==> config.mk <==
export PLATFORM = sky130hd
export DESIGN_NAME = uart_frame_tx
export DESIGN_NICKNAME = d
export VERILOG_FILES = /design/src/rtl/uart_frame_tx.sv
export SDC_FILE = /design/constraint.sdc
export NUM_CORES = 2
export LEC_CHECK = 0
export ABC_AREA = 0
export BUFFER_PORTS_ARGS = -buffer_cell sky130_fd_sc_hd__buf_2
export CAP_MARGIN = 25
export CORE_AREA = 2 2 459 461
export CTS_BUF_LIST = sky130_fd_sc_hd__clkbuf_2 sky130_fd_sc_hd__clkbuf_4 sky130_fd_sc_hd__clkbuf_8
export DETAILED_ROUTE_END_ITERATION = 8
export DIE_AREA = 0 0 461 463
export PLACE_DENSITY = 0.66
export SETUP_SLACK_MARGIN = 0.15
export SKIP_CTS_REPAIR_TIMING = 1
export SYNTH_ARGS = -nofsm -noshare
export SYNTH_HDL_FRONTEND = slang
export SYNTH_SLANG_ARGS = --single-unit
==> constraint.sdc <==
create_clock -name sys_clk -period 6.8 [get_ports sys_clk]
set_clock_uncertainty 0.1 [all_clocks]
set_input_delay 0.34 -clock sys_clk [delete_from_list [all_inputs] [get_ports sys_clk]]
set_output_delay 0.34 -clock sys_clk [all_outputs]
set_load 0.03 [all_outputs]
==> src/rtl/uart_frame_tx.sv <==
// -----------------------------------------------------------------------------
// uart_frame_tx
//
// Serial-to-link bridge. A UART byte stream (8N1, LSB first) is assembled into
// 32-bit little-endian words. The words are buffered in a FIFO and sent on a
// transceiver TX parallel path as frames:
//   K28.1 start marker (0x3C, k=0001), 1..FRAME_WORDS data words (k=0000),
//   K28.6 end marker (0xDC, k=0001). Idle words (K28.5, 0xBC, k=0001) fill the
//   gaps between frames.
//
// Parameters
//   CLKS_PER_BIT  sys_clk cycles per UART bit
//   FIFO_DEPTH    word FIFO depth, power of 2
//   FRAME_WORDS   maximum data words per frame, 1..255
//
// Ports
//   sys_clk       system clock
//   sys_rst_n     asynchronous active-low reset, released synchronously upstream
//   rx_serial     UART line, idle high, asynchronous to sys_clk
//   tx_init_done  transceiver TX initialisation complete
//   pll_lock      transceiver PLL locked
//   data_out      transceiver TX data (registered)
//   k_out         K-character flag per byte of data_out (registered)
//   frame_err     one-cycle pulse: stop bit sampled low, byte discarded
//   overflow      sticky: a complete word was dropped because the FIFO was full
// -----------------------------------------------------------------------------
module uart_frame_tx #(
    parameter int CLKS_PER_BIT = 1041,
    parameter int FIFO_DEPTH   = 64,
    parameter int FRAME_WORDS  = 16
) (
    input  logic        sys_clk,
    input  logic        sys_rst_n,
    input  logic        rx_serial,
    input  logic        tx_init_done,
    input  logic        pll_lock,
    output logic [31:0] data_out,
    output logic [3:0]  k_out,
    output logic        frame_err,
    output logic        overflow
);

    // -------------------------------------------------------------------------
    // Constants
    // -------------------------------------------------------------------------
    localparam int CNT_W = $clog2(CLKS_PER_BIT + 1);
    localparam int PTR_W = $clog2(FIFO_DEPTH);

    localparam logic [CNT_W-1:0] HALF_BIT   = CNT_W'(CLKS_PER_BIT / 2);
    localparam logic [CNT_W-1:0] FULL_BIT   = CNT_W'(CLKS_PER_BIT - 1);
    localparam logic [PTR_W:0]   LEVEL_FULL = (PTR_W + 1)'(FIFO_DEPTH);
    localparam logic [PTR_W:0]   LEVEL_ONE  = (PTR_W + 1)'(1);
    localparam logic [7:0]       FRAME_LAST = 8'(FRAME_WORDS);

    localparam logic [31:0] IDLE_WORD = 32'h0000_00BC;  // K28.5
    localparam logic [31:0] SOF_WORD  = 32'h0000_003C;  // K28.1
    localparam logic [31:0] EOF_WORD  = 32'h0000_00DC;  // K28.6
    localparam logic [3:0]  K_LOW     = 4'b0001;
    localparam logic [3:0]  K_NONE    = 4'b0000;

    // -------------------------------------------------------------------------
    // rx_serial synchronizer plus one history flop for falling-edge detection.
    // All flops reset to the idle (high) line level so release of reset does
    // not look like a start bit.
    // -------------------------------------------------------------------------
    logic rx_meta;
    logic rx_sync;
    logic rx_prev;
    logic rx_fall;

    // NOTE: sequential state is updated with non-blocking assignments so every
    // flop samples the pre-edge value of its neighbours, exactly like hardware.
    always_ff @(posedge sys_clk or negedge sys_rst_n) begin
        if (!sys_rst_n) begin
            rx_meta <= 1'b1;
            rx_sync <= 1'b1;
            rx_prev <= 1'b1;
        end else begin
            rx_meta <= rx_serial;
            rx_sync <= rx_meta;
            rx_prev <= rx_sync;
        end
    end

    assign rx_fall = rx_prev & ~rx_sync;

    // -------------------------------------------------------------------------
    // UART receiver
    // U_WAIT_HIGH holds off after a bad stop bit until the line has returned
    // high, so a break or a stuck-low line cannot retrigger a start.
    // -------------------------------------------------------------------------
    typedef enum logic [2:0] {
        U_IDLE,
        U_START,
        U_DATA,
        U_STOP,
        U_WAIT_HIGH
    } uart_state_t;

    uart_state_t      u_state,    u_state_next;
    logic [CNT_W-1:0] u_cnt,      u_cnt_next;
    logic [7:0]       u_shift,    u_shift_next;
    logic [2:0]       u_bit,      u_bit_next;
    logic             byte_valid, byte_valid_next;
    logic             frame_err_next;

    // NOTE: every signal driven here gets a default before the case statement,
    // so no path leaves a value unassigned and no latch is inferred.
    always_comb begin
        u_state_next    = u_state;
        u_cnt_next      = u_cnt;
        u_shift_next    = u_shift;
        u_bit_next      = u_bit;
        byte_valid_next = 1'b0;
        frame_err_next  = 1'b0;

        unique case (u_state)
            U_IDLE: begin
                if (rx_fall) begin
                    u_cnt_next   = HALF_BIT;  // land in the middle of the start bit
                    u_state_next = U_START;
                end
            end

            U_START: begin
                if (u_cnt != '0) begin
                    u_cnt_next = u_cnt - 1'b1;
                end else if (!rx_sync) begin
                    u_cnt_next   = FULL_BIT;
                    u_bit_next   = 3'd0;
                    u_state_next = U_DATA;
                end else begin
                    u_state_next = U_IDLE;    // line already back high: glitch
                end
            end

            U_DATA: begin
                if (u_cnt != '0) begin
                    u_cnt_next = u_cnt - 1'b1;
                end else begin
                    u_shift_next = {rx_sync, u_shift[7:1]};  // LSB arrives first
                    u_cnt_next   = FULL_BIT;
                    u_bit_next   = u_bit + 1'b1;
                    if (u_bit == 3'd7) begin
                        u_state_next = U_STOP;
                    end
                end
            end

            U_STOP: begin
                if (u_cnt != '0) begin
                    u_cnt_next = u_cnt - 1'b1;
                end else if (rx_sync) begin
                    byte_valid_next = 1'b1;
                    u_state_next    = U_IDLE;
                end else begin
                    frame_err_next = 1'b1;
                    u_state_next   = U_WAIT_HIGH;
                end
            end

            U_WAIT_HIGH: begin
                if (rx_sync) begin
                    u_state_next = U_IDLE;
                end
            end

            default: u_state_next = U_IDLE;
        endcase
    end

    always_ff @(posedge sys_clk or negedge sys_rst_n) begin
        if (!sys_rst_n) begin
            u_state    <= U_IDLE;
            u_cnt      <= '0;
            u_shift    <= '0;
            u_bit      <= '0;
            byte_valid <= 1'b0;
            frame_err  <= 1'b0;
        end else begin
            u_state    <= u_state_next;
            u_cnt      <= u_cnt_next;
            u_shift    <= u_shift_next;
            u_bit      <= u_bit_next;
            byte_valid <= byte_valid_next;
            frame_err  <= frame_err_next;
        end
    end

    // -------------------------------------------------------------------------
    // Byte packer: byte n lands in word_buf[8n+7:8n]. The completed word is
    // pushed on the cycle after the fourth byte. byte_idx wraps regardless of
    // whether the FIFO accepts the word, so framing of later words is kept.
    // -------------------------------------------------------------------------
    logic [1:0]  byte_idx;
    logic [31:0] word_buf;
    logic        push;

    always_ff @(posedge sys_clk or negedge sys_rst_n) begin
        if (!sys_rst_n) begin
            byte_idx <= '0;
            word_buf <= '0;
            push     <= 1'b0;
        end else begin
            push <= 1'b0;
            if (byte_valid) begin
                word_buf[{byte_idx, 3'b000} +: 8] <= u_shift;
                byte_idx                          <= byte_idx + 1'b1;
                if (byte_idx == 2'd3) begin
                    push <= 1'b1;
                end
            end
        end
    end

    // -------------------------------------------------------------------------
    // Word FIFO, show-ahead: fifo_head is the oldest word whenever non-empty.
    // Pointers wrap naturally because the depth is a power of 2.
    // -------------------------------------------------------------------------
    logic [31:0]      mem [FIFO_DEPTH];
    logic [PTR_W-1:0] wr_ptr;
    logic [PTR_W-1:0] rd_ptr;
    logic [PTR_W:0]   level;
    logic             fifo_full;
    logic             fifo_empty;
    logic             wr_en;
    logic             rd_en;
    logic [31:0]      fifo_head;

    assign fifo_full  = (level == LEVEL_FULL);
    assign fifo_empty = (level == '0);
    assign wr_en      = push & ~fifo_full;
    assign fifo_head  = mem[rd_ptr];

    // NOTE: the storage array has no reset; the pointers and level define which
    // entries are valid, so clearing the array would only cost routing.
    always_ff @(posedge sys_clk) begin
        if (wr_en) begin
            mem[wr_ptr] <= word_buf;
        end
    end

    always_ff @(posedge sys_clk or negedge sys_rst_n) begin
        if (!sys_rst_n) begin
            wr_ptr   <= '0;
            rd_ptr   <= '0;
            level    <= '0;
            overflow <= 1'b0;
        end else begin
            if (wr_en) begin
                wr_ptr <= wr_ptr + 1'b1;
            end
            if (rd_en) begin
                rd_ptr <= rd_ptr + 1'b1;
            end
            unique case ({wr_en, rd_en})
                2'b10:   level <= level + 1'b1;
                2'b01:   level <= level - 1'b1;
                default: level <= level;       // idle, or push and pop together
            endcase
            if (push && fifo_full) begin
                overflow <= 1'b1;
            end
        end
    end

    // -------------------------------------------------------------------------
    // Framer. The output word is chosen by the current state and registered,
    // so data_out trails the state register by one cycle. The only reader of
    // the FIFO is F_DATA, which is entered solely with a non-empty FIFO and
    // left as soon as the pop would empty it, so rd_en never underflows.
    // -------------------------------------------------------------------------
    typedef enum logic [2:0] {
        F_DOWN,
        F_IDLE,
        F_SOF,
        F_DATA,
        F_EOF
    } frame_state_t;

    frame_state_t f_state, f_state_next;
    logic [7:0]   word_cnt, word_cnt_next;
    logic [31:0]  data_next;
    logic [3:0]   k_next;
    logic         link_ok;
    logic         fifo_last;

    assign link_ok   = tx_init_done & pll_lock;
    // The pop in this cycle empties the FIFO unless a push refills it.
    assign fifo_last = (level == LEVEL_ONE) && !wr_en;

    always_comb begin
        f_state_next  = f_state;
        word_cnt_next = word_cnt;
        rd_en         = 1'b0;
        data_next     = IDLE_WORD;
        k_next        = K_LOW;

        unique case (f_state)
            F_DOWN: begin
                if (link_ok) begin
                    f_state_next = F_IDLE;
                end
            end

            F_IDLE: begin
                if (!link_ok) begin
                    f_state_next = F_DOWN;
                end else if (!fifo_empty) begin
                    f_state_next = F_SOF;
                end
            end

            F_SOF: begin
                data_next     = SOF_WORD;
                word_cnt_next = '0;
                f_state_next  = F_DATA;   // a started frame always carries a word
            end

            F_DATA: begin
                data_next     = fifo_head;
                k_next        = K_NONE;   // marker-valued bytes are plain data here
                rd_en         = 1'b1;
                word_cnt_next = word_cnt + 1'b1;
                if ((word_cnt_next == FRAME_LAST) || fifo_last || !link_ok) begin
                    f_state_next = F_EOF;
                end
            end

            F_EOF: begin
                data_next    = EOF_WORD;
                f_state_next = link_ok ? F_IDLE : F_DOWN;
            end

            default: f_state_next = F_DOWN;
        endcase
    end

    always_ff @(posedge sys_clk or negedge sys_rst_n) begin
        if (!sys_rst_n) begin
            f_state  <= F_DOWN;
            word_cnt <= '0;
            data_out <= IDLE_WORD;
            k_out    <= K_LOW;
        end else begin
            f_state  <= f_state_next;
            word_cnt <= word_cnt_next;
            data_out <= data_next;
            k_out    <= k_next;
        end
    end

endmodule

* Yosys cells after proc, flatten, opt, wreduce, memory -nomap -nowiden *
Memories as Yosys holds them, arrays and structs flattened.
Index checks and enable logic that the tools add are counted.

storage, ports and cells
  memory bits (writable) = 2048
  memories = 1
  register bits after elaboration = 132
  word-level logic and storage cells = 125

memories
  name  depth  bits a word  rd ports  clocked after Yosys merged registers in  write ports  RTL line  RTL
  mem   64     32           1         0                                        1            220       logic [31:0] mem [FIFO_DEPTH];

operators by class
  equality and inequality tests = 27
  $add $sub $neg = 9
  reductions and logical operators = 19
  muxes and demuxes = 41
  bitwise operators = 6
  shifts and indexed selects = 2

operators with widths
  operator                count
  $pmux 32 s3             1
  $mux 11                 5
  $pmux 11 s4             1
  $mux 3                  14
  $bwmux 32               1
  $shift 8x7->32 const A  1
  $shiftx 8x7->32         1
  $pmux 3 s5              2
  $ne 2x2->1 const B      10
  $pmux 8 s2              1
  $pmux 7 s2              1
  $mux 1                  13
  $add 6x1->6 const B     2
  $eq 3x2->1 const B      4
  $reduce_bool 11->1      1
  $sub 11x1->11 const B   1
  $eq 3x3->1 const B      3
  $add 8x1->8 const B     1
  $eq 8x5->1 const B      1
  $reduce_and 4->1        2
  $add 7x1->7 const B     1
  $eq 7x1->1 const B      1
  $eq 7x7->1 const B      1
  $logic_not 7->1         1
  other kinds (21)        34

* Depth between registers and ports, before layout *
  depth in word-level cells = 9
  gate-level depth with buffers = 11

* Worst setup path before layout *
Ideal clock, no wire load.

  kind = register to register
  from = reg level[0]
  to = mem mem[59][0], enable pin
  library setup time = 421 ps
  cell stages (with the launch flop) = 9
  path slack = 2988 ps
  data required time = 6279 ps
  data arrival time = 3291 ps
  cells stage by stage = dfrtp_1 inv_1 ha_1 nor3b_1 a31oi_1 inv_1 nor2_1 nand3_1 nor2_1

between the ends
  cells in the longest elaborated chain, start to end = 5

RTL lines
  item                          RTL line  RTL
  start: declaration            223       logic [PTR_W:0] level;
  start signal: assignment      257       2'b10: level <= level + 1'b1;
  start signal: assignment      258       2'b01: level <= level - 1'b1;
  start signal: assignment      259       default: level <= level;
  $eq 7x7->1                    230       assign fifo_full = (level == LEVEL_FULL);
  $not 1->1                     232       assign wr_en = push & ~fifo_full;
  $and 1x1->1                   232
  $mux 1                        238       if (wr_en) begin
  $mux 1 (not written as such)  239       mem[wr_ptr] <= word_buf;
  end: declaration              220

No other way between the ends.

* Worst setup path in the final report *
  from = reg level[0]
  to = mem mem[16][23], enable pin

The elaborated chain is that of the path after synthesis.

==> results.toml <==
[timing]
hold_viol = 0
finalSetupTns_ns = 0
setup_viol = 0
slew_violations = 0
worstMarginPinSlew_ns = 1.02
fin_crit_ns = 4.23
rsz0062_at_grt = "no"
max_freq_mhz = 237
maxSlewHeadroom = 0.322
period_share = 0.621

[layout]
finalNetCount = 4061
syn2layout_area_growth_pct = 14.4
mostFrequentLayoutCells = "edfxtp_1 (2048), mux4_2 (567), clkbuf_8 (367), buf_4 (113), clkbuf_4 (111)"
drive_gt1_frac = 0.334
final_common_cell = "edfxtp_1"
design_area_mm2 = 0.0951
layout.cells.non_filler = 7102

[clock_network]
cts_sinks = 2177
clockBufferDepth = 4
h-tree-depth = 5
path_clk_slew_ns = 0.06
cts_made_buffers = 351
clock_latency_ns = 1.05
cts_root_buffer = "clkbuf_8"
cts_tree = "yes"

[detailed_routing]
ant_nets = 0
drt_iter0_markers = 5168
viasPerCell = 5.72
vias = 40600
drt_wl_total_um = 206000
drtPass1Iterations = 6
wl_per_cell_um = 29.1
drcViolationCount = 0

[setup_path]
crit_path_max_fanout = 27
worstPathRequired_ns = 7.41
r2r_start = "level[0]"
worstRegToRegCells = 10
arrival_ns = 4.83
end_kind = "flip-flop"
r2r_end = "mem[16][23]"
ff2ff_setup_slack_ns = 2.57
crit_type = "flip-flop to flip-flop"
start_kind = "flip-flop"

[die]
die_area_mm2 = 0.213
die_width_um = 461
coreArea_mm2 = 0.209
die_h_um = 463
rows = 168
initial_core_util = 0.399
io_pins = 43

[placement]
port_buffers = 39
hpwlAfterDp_um = 124000
post_dp_cell_area_mm2 = 0.0884
gp_congestion = 0.835
placed_cells = 6477

[yosys]
synth_ff_type = "edfxtp_1"
ys_seq_area_frac = 0.779
async_flop_share = 0.0593
ys_ff_latch = 2177
syn_area_mm2 = 0.0831
synthCells = 3661
post_synth_num_cell_types = 64
synth_edf_count = 2048
syn_avg_cell_area_um2 = 22.7
ys_warn_count = 0

[min_path]
min_from = "rx_meta"
min_path_type = "flip-flop to flip-flop"
hold_path_end = "rx_sync"
min_delay_path_depth = 0

[power_and_ir_drop]
p_per_area_mw_per_mm2 = 315
ir_drop_mv = 0.259
total_leakage_power_nw = 28.4

[global_route]
grtUsageTotal = 0.192
antenna_found_initial = 10
grt_max_degree = 111
grt_first_pass_wirelength_um = 296000
grt.overflow.total = 0
grt_pass1_vias = 40300

[run]
drv_cap = 0

[run_status]
outcome = "complete, no violations"
## worst max path at each step
stage,endpoint,cells past startpoint,slack (ns),startpoint
detailed placement,mem[35][25],10,2.42,level[0]
CTS,mem[35][13],10,2.38,level[0]
finish,mem[16][23],10,2.57,level[0]
floorplan,mem[59][0],8,2.99,level[0]
global placement,mem[43][24],9,2.31,level[0]
global route,mem[16][23],10,2.35,level[0]
## worst max-delay path, stage by stage, from the launching register on
cell,delay [ns]
dfrtp_1,0.45
inv_1,0.11
ha_1,0.21
nor3b_1,0.17
a31oi_1,0.30
buf_4,0.21
inv_1,0.14
nor2_1,0.24
nand2_1,0.61
nor2_4,1.02
buf_4,0.30
## synth_stat cells (7+ instances only)
master	instances	area, um^2
a21oi_1	34	170
nor3_1	29	145
mux2i_1	92	921
nor4_1	9	56.3
buf_4	9	67.6
o22ai_1	50	313
a22o_1	36	315
nand2_1	62	233
or3_1	8	50.1
xor2_1	7	61.3
buf_1	49	184
a211oi_1	38	285
dfrtp_1	120	3000
a211o_1	17	149
o221ai_1	7	61.3
mux4_2	567	12800
inv_1	19	71.3
a31oi_1	12	75.1
nor2_1	108	405
o21ai_0	42	210
a22oi_1	16	120
xnor2_1	11	96.3
ha_1	17	213
clkbuf_1	69	259
nand3b_1	7	52.6
buf_2	64	320
edfxtp_1	2048	61500
dfstp_2	9	236
mux2_2	10	113
nand3_1	16	80.1
## cell type report
type / instances / area, um^2
diodes: 7 / 17.5
clock buffers: 478 / 5880
clock inverters: 126 / 587
fillers: 17200 / 113000
inverters: 20 / 80.1
multi-input cells: 1274 / 18000
flip-flops and latches: 2177 / 64800
well taps: 2805 / 3510
repair buffers: 215 / 2270
## registers in the layout, summed over array words and instances, names as in the netlist, 3 cells and up
register / flops
u_shift: 8
mem: 2048
data_out: 32
word_cnt: 8
f_state: 3
rd_ptr: 6
wr_ptr: 6
u_cnt: 11
u_bit: 3
u_state: 3
level: 7
word_buf: 32
## per-stage QoR
| step | utilization | hold slack (ns) | setup WS (ns) | power, mW |
|---|---|---|---|---|
| global placement | 0.420 | 0.217 | 2.31 | 19.7 |
| finish | 0.456 | 0.256 | 2.57 | 30.0 |
| CTS | 0.455 | -0.906 | 2.38 | 30.2 |
| global route | 0.456 | 0.259 | 2.35 | 31.0 |
| floorplan | - | -0.0556 | 2.99 | 18.4 |
| detailed placement | 0.424 | 0.220 | 2.42 | 19.7 |
## report_power, final
part | switching [mW] | internal (mW)
sequential | 0.400 | 14.6
clock | 4.97 | 5.62
combinational | 2.60 | 1.83
## cell families after synthesis
logic type	synth area share
compound gates	0.0232
flops	0.779
simple gates	0.0165
mux	0.166
fa+ha+maj	0.00269
xor+xnor	0.00190
buf+inv	0.0110
other cells	0.0000451
## metal layers
metal,global-route usage,vias up,share of wire
met3,0.0457,302,0.10
met2,0.294,2124,0.47
met5,0,-,0
met4,0.0452,0,0.019
li1,-,16400,-
met1,0.280,21800,0.41
No activity file was read; power rests on OpenSTA's default activity.
